==> config.mk <==
export PLATFORM = sky130hd
export DESIGN_NAME = id_stage_fwd_flat
export DESIGN_NICKNAME = d
export VERILOG_FILES = /design/src/rtl/id_stage_fwd_if.sv /design/src/rtl/id_stage_fwd.sv /design/src/flat_wrapper.sv
export SDC_FILE = /design/constraint.sdc
export NUM_CORES = 1
export LEC_CHECK = 0
export CAP_MARGIN = 20
export CORE_UTILIZATION = 37
export DETAILED_ROUTE_END_ITERATION = 6
export PLACE_DENSITY_LB_ADDON = 0.1
export SYNTH_ARGS = -nofsm -noshare
export SYNTH_HDL_FRONTEND = slang
export SYNTH_SLANG_ARGS = --single-unit
==> constraint.sdc <==
create_clock -name clk -period 1.35 [get_ports clk]
set_input_delay 0.27 -clock clk [delete_from_list [all_inputs] [get_ports clk]]
set_output_delay 0.27 -clock clk [all_outputs]
set_load 0.02 [all_outputs]
==> src/rtl/id_stage_fwd_if.sv <==
// ID/EX pipeline register bundle presented to the execute unit.
// master drives the registered fields; slave is the execute-side view.
interface id_stage_fwd_if #(
   parameter int unsigned DW = 32
) ();
   logic [7:0]    aluop;
   logic [2:0]    alusel;
   logic [DW-1:0] reg1;
   logic [DW-1:0] reg2;
   logic [4:0]    wd;
   logic          wreg;
   logic          is_load;
   logic [31:0]   pc;
   logic          inst_invalid;

   modport master (
      output aluop, alusel, reg1, reg2, wd, wreg, is_load, pc, inst_invalid
   );

   modport slave (
      input aluop, alusel, reg1, reg2, wd, wreg, is_load, pc, inst_invalid
   );
endinterface

==> src/rtl/id_stage_fwd.sv <==
// Decode stage with ID/EX register, FWD_N-source operand forwarding and load-use bubbles.
// Load-use stall logic is enabled by defining ID_LOAD_USE_EN (default: stallreq_o tied 0).
module id_stage_fwd #(
   parameter int unsigned DW    = 32,
   parameter int unsigned FWD_N = 2
) (
   input  logic                clk,
   input  logic                rst,
   input  logic                stall_i,
   input  logic                flush_i,
   input  logic [31:0]         pc_i,
   input  logic [31:0]         inst_i,
   input  logic [DW-1:0]       reg1_data_i,
   input  logic [DW-1:0]       reg2_data_i,
   output logic [4:0]          reg1_addr_o,
   output logic [4:0]          reg2_addr_o,
   output logic                reg1_read_o,
   output logic                reg2_read_o,
   input  logic [5*FWD_N-1:0]  fwd_wd_i,
   input  logic [FWD_N-1:0]    fwd_wreg_i,
   input  logic [DW*FWD_N-1:0] fwd_wdata_i,
   output logic                stallreq_o,
   id_stage_fwd_if.master      ex_o
);

   localparam logic [7:0] AluNop   = 8'h00;
   localparam logic [7:0] AluAnd   = 8'b0010_0100;
   localparam logic [7:0] AluOr    = 8'b0010_0101;
   localparam logic [7:0] AluXor   = 8'b0010_0110;
   localparam logic [7:0] AluLw    = 8'b1110_0011;
   localparam logic [2:0] ResLogic = 3'b001;
   localparam logic [2:0] ResLdSt  = 3'b111;

   typedef struct packed {
      logic [7:0]    aluop;
      logic [2:0]    alusel;
      logic [DW-1:0] reg1;
      logic [DW-1:0] reg2;
      logic [4:0]    wd;
      logic          wreg;
      logic          is_load;
      logic [31:0]   pc;
      logic          inst_invalid;
   } idex_t;

   idex_t idex_q, idex_d, dec, bubble;

   logic [5:0]    op, funct;
   logic [4:0]    rs, rt, rd, shamt;
   logic [15:0]   imm16;
   logic [DW-1:0] imm;
   logic          read1, read2;

   assign op    = inst_i[31:26];
   assign rs    = inst_i[25:21];
   assign rt    = inst_i[20:16];
   assign rd    = inst_i[15:11];
   assign shamt = inst_i[10:6];
   assign funct = inst_i[5:0];
   assign imm16 = inst_i[15:0];

   always_comb begin
      dec   = '0;
      dec.pc = pc_i;
      read1 = 1'b0;
      read2 = 1'b0;
      imm   = '0;
      unique case (op)
         6'b000000: begin
            if (shamt == 5'd0 && funct[5:2] == 4'b1001) begin
               dec.aluop  = {2'b00, funct};
               dec.alusel = ResLogic;
               dec.wd     = rd;
               dec.wreg   = 1'b1;
               read1      = 1'b1;
               read2      = 1'b1;
            end else begin
               dec.inst_invalid = 1'b1;
            end
         end
         6'b001100, 6'b001101, 6'b001110: begin
            dec.aluop  = (op == 6'b001100) ? AluAnd : (op == 6'b001101) ? AluOr : AluXor;
            dec.alusel = ResLogic;
            dec.wd     = rt;
            dec.wreg   = 1'b1;
            read1      = 1'b1;
            imm        = DW'(imm16);
         end
         6'b001111: begin
            dec.aluop  = AluOr;
            dec.alusel = ResLogic;
            dec.wd     = rt;
            dec.wreg   = 1'b1;
            read1      = 1'b1;
            imm        = DW'({imm16, 16'h0000});
         end
         6'b100011: begin
            dec.aluop   = AluLw;
            dec.alusel  = ResLdSt;
            dec.wd      = rt;
            dec.wreg    = 1'b1;
            dec.is_load = 1'b1;
            read1       = 1'b1;
            imm         = DW'($signed(imm16));
         end
         default: begin
            dec.aluop        = AluNop;
            dec.inst_invalid = 1'b1;
         end
      endcase
      // Register file reads are suppressed while reset is asserted.
      if (!rst) begin
         read1 = 1'b0;
         read2 = 1'b0;
      end

      // Descending scan so the lowest (youngest) matching slot wins.
      if (read1) begin
         dec.reg1 = reg1_data_i;
         for (int k = FWD_N - 1; k >= 0; k--) begin
            if (fwd_wreg_i[k] && fwd_wd_i[5*k +: 5] == rs && rs != 5'd0) begin
               dec.reg1 = fwd_wdata_i[DW*k +: DW];
            end
         end
      end
      if (read2) begin
         dec.reg2 = reg2_data_i;
         for (int k = FWD_N - 1; k >= 0; k--) begin
            if (fwd_wreg_i[k] && fwd_wd_i[5*k +: 5] == rt && rt != 5'd0) begin
               dec.reg2 = fwd_wdata_i[DW*k +: DW];
            end
         end
      end else begin
         dec.reg2 = imm;
      end
   end

   assign reg1_addr_o = rs;
   assign reg2_addr_o = rt;
   assign reg1_read_o = read1;
   assign reg2_read_o = read2;

`ifdef ID_LOAD_USE_EN
   assign stallreq_o = idex_q.is_load & idex_q.wreg & (idex_q.wd != 5'd0) &
                       ((read1 & (rs == idex_q.wd)) | (read2 & (rt == idex_q.wd)));
`else
   assign stallreq_o = 1'b0;
`endif

   always_comb begin
      bubble    = '0;
      bubble.pc = pc_i;
      if (flush_i) begin
         idex_d = bubble;
      end else if (stall_i) begin
         idex_d = idex_q;
      end else if (stallreq_o) begin
         idex_d = bubble;
      end else begin
         idex_d = dec;
      end
   end

   always_ff @(posedge clk or negedge rst) begin
      if (!rst) begin
         idex_q <= '0;
      end else begin
         idex_q <= idex_d;
      end
   end

   assign ex_o.aluop        = idex_q.aluop;
   assign ex_o.alusel       = idex_q.alusel;
   assign ex_o.reg1         = idex_q.reg1;
   assign ex_o.reg2         = idex_q.reg2;
   assign ex_o.wd           = idex_q.wd;
   assign ex_o.wreg         = idex_q.wreg;
   assign ex_o.is_load      = idex_q.is_load;
   assign ex_o.pc           = idex_q.pc;
   assign ex_o.inst_invalid = idex_q.inst_invalid;

endmodule

==> src/flat_wrapper.sv <==
// flat-port wrapper written by rule: the top's interface ports become plain ports
module id_stage_fwd_flat 
#(
   parameter int unsigned DW    = 32,
   parameter int unsigned FWD_N = 2
)
  (clk, rst, stall_i, flush_i, pc_i, inst_i, reg1_data_i, reg2_data_i, reg1_addr_o, reg2_addr_o, reg1_read_o, reg2_read_o, fwd_wd_i, fwd_wreg_i, fwd_wdata_i, stallreq_o, ex_o_aluop, ex_o_alusel, ex_o_reg1, ex_o_reg2, ex_o_wd, ex_o_wreg, ex_o_is_load, ex_o_pc, ex_o_inst_invalid);
  id_stage_fwd_if #(.DW(DW)) ex_o_i ();
  input  logic clk;
  input  logic rst;
  input  logic stall_i;
  input  logic flush_i;
  input  logic [31:0] pc_i;
  input  logic [31:0] inst_i;
  input  logic [DW-1:0] reg1_data_i;
  input  logic [DW-1:0] reg2_data_i;
  output logic [4:0] reg1_addr_o;
  output logic [4:0] reg2_addr_o;
  output logic reg1_read_o;
  output logic reg2_read_o;
  input  logic [5*FWD_N-1:0] fwd_wd_i;
  input  logic [FWD_N-1:0] fwd_wreg_i;
  input  logic [DW*FWD_N-1:0] fwd_wdata_i;
  output logic stallreq_o;
  output wire logic [$bits(ex_o_i.aluop)-1:0] ex_o_aluop;
  output wire logic [$bits(ex_o_i.alusel)-1:0] ex_o_alusel;
  output wire logic [$bits(ex_o_i.reg1)-1:0] ex_o_reg1;
  output wire logic [$bits(ex_o_i.reg2)-1:0] ex_o_reg2;
  output wire logic [$bits(ex_o_i.wd)-1:0] ex_o_wd;
  output wire logic [$bits(ex_o_i.wreg)-1:0] ex_o_wreg;
  output wire logic [$bits(ex_o_i.is_load)-1:0] ex_o_is_load;
  output wire logic [$bits(ex_o_i.pc)-1:0] ex_o_pc;
  output wire logic [$bits(ex_o_i.inst_invalid)-1:0] ex_o_inst_invalid;
  assign ex_o_aluop = ex_o_i.aluop;
  assign ex_o_alusel = ex_o_i.alusel;
  assign ex_o_reg1 = ex_o_i.reg1;
  assign ex_o_reg2 = ex_o_i.reg2;
  assign ex_o_wd = ex_o_i.wd;
  assign ex_o_wreg = ex_o_i.wreg;
  assign ex_o_is_load = ex_o_i.is_load;
  assign ex_o_pc = ex_o_i.pc;
  assign ex_o_inst_invalid = ex_o_i.inst_invalid;
  id_stage_fwd #(.DW(DW), .FWD_N(FWD_N)) u_core (.clk(clk), .rst(rst), .stall_i(stall_i), .flush_i(flush_i), .pc_i(pc_i), .inst_i(inst_i), .reg1_data_i(reg1_data_i), .reg2_data_i(reg2_data_i), .reg1_addr_o(reg1_addr_o), .reg2_addr_o(reg2_addr_o), .reg1_read_o(reg1_read_o), .reg2_read_o(reg2_read_o), .fwd_wd_i(fwd_wd_i), .fwd_wreg_i(fwd_wreg_i), .fwd_wdata_i(fwd_wdata_i), .stallreq_o(stallreq_o), .ex_o(ex_o_i));
endmodule
==> flow_summary.json, run 1 <==
{
  "synth.largest_area_cell": "dfrtp_1",
  "grt_pass1_vias": 8461,
  "period_minus_slack_ps": 1690,
  "clkSinkCount": 110,
  "layout-drive-gt1-share": 0.401,
  "rsz0062_at_grt": "yes",
  "period_share": 1.25,
  "synthArstFlopShare": 1.00,
  "utilization": 0.728,
  "status": "finished, violations left",
  "hp-class": "in -> async",
  "syn-num-nets": 976,
  "synth.avg_cell_area_sq_um": 8.79,
  "layout_setup_ws_ps": -343,
  "antenna_found_initial": 0,
  "max_freq_ghz": 0.591,
  "synth.area.top_cells": "dfrtp_1 41%, a21oi_1 6.0%, o31ai_2 5.6%",
  "setup_violations": 66,
  "syn_area_sq_mm": 0.00675,
  "wl_per_cell_um": 22.8,
  "port_buffers": 334,
  "drv_slew": 0,
  "via_per_inst": 5.67,
  "ys.flop_type": "dfrtp_1",
  "cts_tree": "built",
  "clockBufferDepth": 2,
  "netlist.area_leader.share": 0.408,
  "holdWs_ps": 163,
  "nNetsFinal": 1420,
  "ys_ff_latch": 110,
  "dp.cells": 1372,
  "worstMarginPinSlew_ps": 628,
  "worstSetupPathType": "in -> reg",
  "cts_made_buffers": 9,
  "globalRouteTotalUtil": 0.347,
  "dr.pass1.iters": 6,
  "clkTransAtPathRegs_ps": 80,
  "cp_max_fo": 7,
  "cts_root_buf": "clkbuf_16",
  "synth_edf_count": 0,
  "seq_area_frac_synth": 0.408,
  "netlist_top_cells_count": "110 x dfrtp_1, 94 x nand2_1, 81 x a21oi_1",
  "startpoint_type": "input pin",
  "synth_cells": 768,
  "drt_wl_total_mm": 33.0,
  "ys_warn_count": 0,
  "insertedDiodeCount": 0,
  "nFillCells": 1357,
  "p_leak_nw": 5.76,
  "die_w_um": 137,
  "drt_iter0_drc": 511,
  "fin_setup_tns_ps": -18670,
  "ir_drop_v": 0.000620,
  "start_util": 0.377,
  "cts.htree.levels": 3,
  "grt_max_degree": 99,
  "vias": 8192,
  "relSlewSlack": 0.582,
  "core_area_sq_mm": 0.0179,
  "dp_hpwl_mm": 21.3,
  "synth_most_common_cell": "dfrtp_1",
  "antenna_left": 0,
  "fin_skew_ps": 0,
  "yosysUniqueCellTypes": 45,
  "placed_area_sq_mm": 0.0114,
  "arrival_ps": 1940,
  "dieArea_sq_mm": 0.0188,
  "cp-end-kind": "flop",
  "gp_congestion": 0.891,
  "worstSkewPairLatency_ps": 360,
  "cp.required_ps": 1600,
  "maxCapViolCount": 0,
  "design_area_sq_mm": 0.0130,
  "grt_pass1_wl_mm": 48.1,
  "hold_violations": 0,
  "final_cells": 1446,
  "power_density_mw_per_mm2": 684,
  "die_h_um": 137,
  "drt_drc_violations_left": 0,
  "overflow": 0,
  "area.growth.synth_to_final_pct": 93.1,
  "failed_checks": "setup timing",
  "ios": 336,
  "rows": 49
}
[cell usage in the layout, fill, tap and decap left out, types with 32 or more instances in the layout]
cell type and count:
clkbuf_2 49, buf_12 32, dfrtp_1 107, a211oi_2 33, buf_4 103, mux2_4 32, clkdlybuf4s15_1 46, nand2_1 93
a21oi_1 60, clkdlybuf4s50_1 169, nand3_1 44, inv_1 39
[worst paths after layout]
check	start	endpoint	slack, ps	depth (start not counted)
min in group clk	flush_i	u_core.ex_o.alusel[1]	380	3
min	rst	u_core.ex_o.reg1[31]	160	3
max in group asynchronous	rst	u_core.ex_o.reg2[21]	660	3
min reg2reg	u_core.ex_o.wd[3]	u_core.ex_o.wd[3]	490	2
max	inst_i[9]	u_core.ex_o.reg2[26]	-340	9
max reg2reg	u_core.ex_o.reg2[31]	u_core.ex_o.reg2[31]	320	4
[metrics by stage]
stage	power (mW)	worst slack, ps
floorplan	4.33	-403
global placement	5.67	-1020
detailed placement	5.68	-1030
CTS	8.88	-389
global route	9.21	-384
finish	8.92	-343
[report_power, final]
group / switching, mW / internal, mW / total, mW
registers: 0.0560 / 3.39 / 3.45
clock network: 1.49 / 1.51 / 3.00
logic: 1.13 / 1.34 / 2.47
total: 2.68 / 6.24 / 8.92
[registers in the layout (all words and copies together) (netlist names)]
signal / count
u_core.ex_o.aluop: 6
u_core.ex_o.alusel: 2
u_core.ex_o.inst_invalid: 1
u_core.ex_o.pc: 32
u_core.ex_o.reg1: 32
u_core.ex_o.reg2: 32
u_core.ex_o.wd: 5
[worst max-delay path: stages]
cell             delay, ps
clkdlybuf4s15_1        210
nor3_2                 200
nand4_1                190
buf_6                  190
nor4_4                 310
buf_6                  210
buf_12                 130
a22o_1                 150
o21ai_1                 70
[cells by family after synthesis]
kind of cell,count (synthesis),share of synthesized area
DFF,110,0.408
and+or+nand+nor,243,0.167
AOI/OAI and AO/OA,244,0.262
xor gates and xnor gates,20,0.0259
other,1,0.000556
buffers and inverters,118,0.0829
muxes,32,0.0534
[layer usage]
metal | global-route usage | wire length, um | vias to the layer above
met5 | 0 | 0 | -
met4 | 0.177 | 1360 | 0
met3 | 0.0667 | 2370 | 84
met2 | 0.590 | 16100 | 413
met1 | 0.415 | 13100 | 4045
li1 | - | - | 3650
[repair_timing]
item,in CTS,in global routing
setup buffers,32,14
resized for setup,478,177
hold endpoints to repair,12,0
pin swaps,106,62
hold buffers,1,0
setup endpoints to repair,235,188
gates cloned,22,1
[layout make-up]
class / count / area (sq um) / area share
Sequential cell: 110 / 2760 / 0.211
Clock inverter: 7 / 100 / 0.00768
Inverter: 39 / 146 / 0.0112
Clock buffer: 9 / 225 / 0.0173
Multi-Input combinational cell: 540 / 4290 / 0.329
Timing Repair Buffer: 512 / 5230 / 0.401
Tap cell: 229 / 287 / 0.0220
No activity file was read; power rests on OpenSTA's default activity.
==> run 2: changes to the inputs <==
--- a/config.mk
+++ b/config.mk
@@ -5,7 +5,6 @@
 export SDC_FILE = /design/constraint.sdc
 export NUM_CORES = 1
 export LEC_CHECK = 0
-export CAP_MARGIN = 20
 export CORE_UTILIZATION = 37
 export DETAILED_ROUTE_END_ITERATION = 6
 export PLACE_DENSITY_LB_ADDON = 0.1
==> results of run 2 <==
Same layout as run 1: the final DEF is identical, and so are final timing and power.
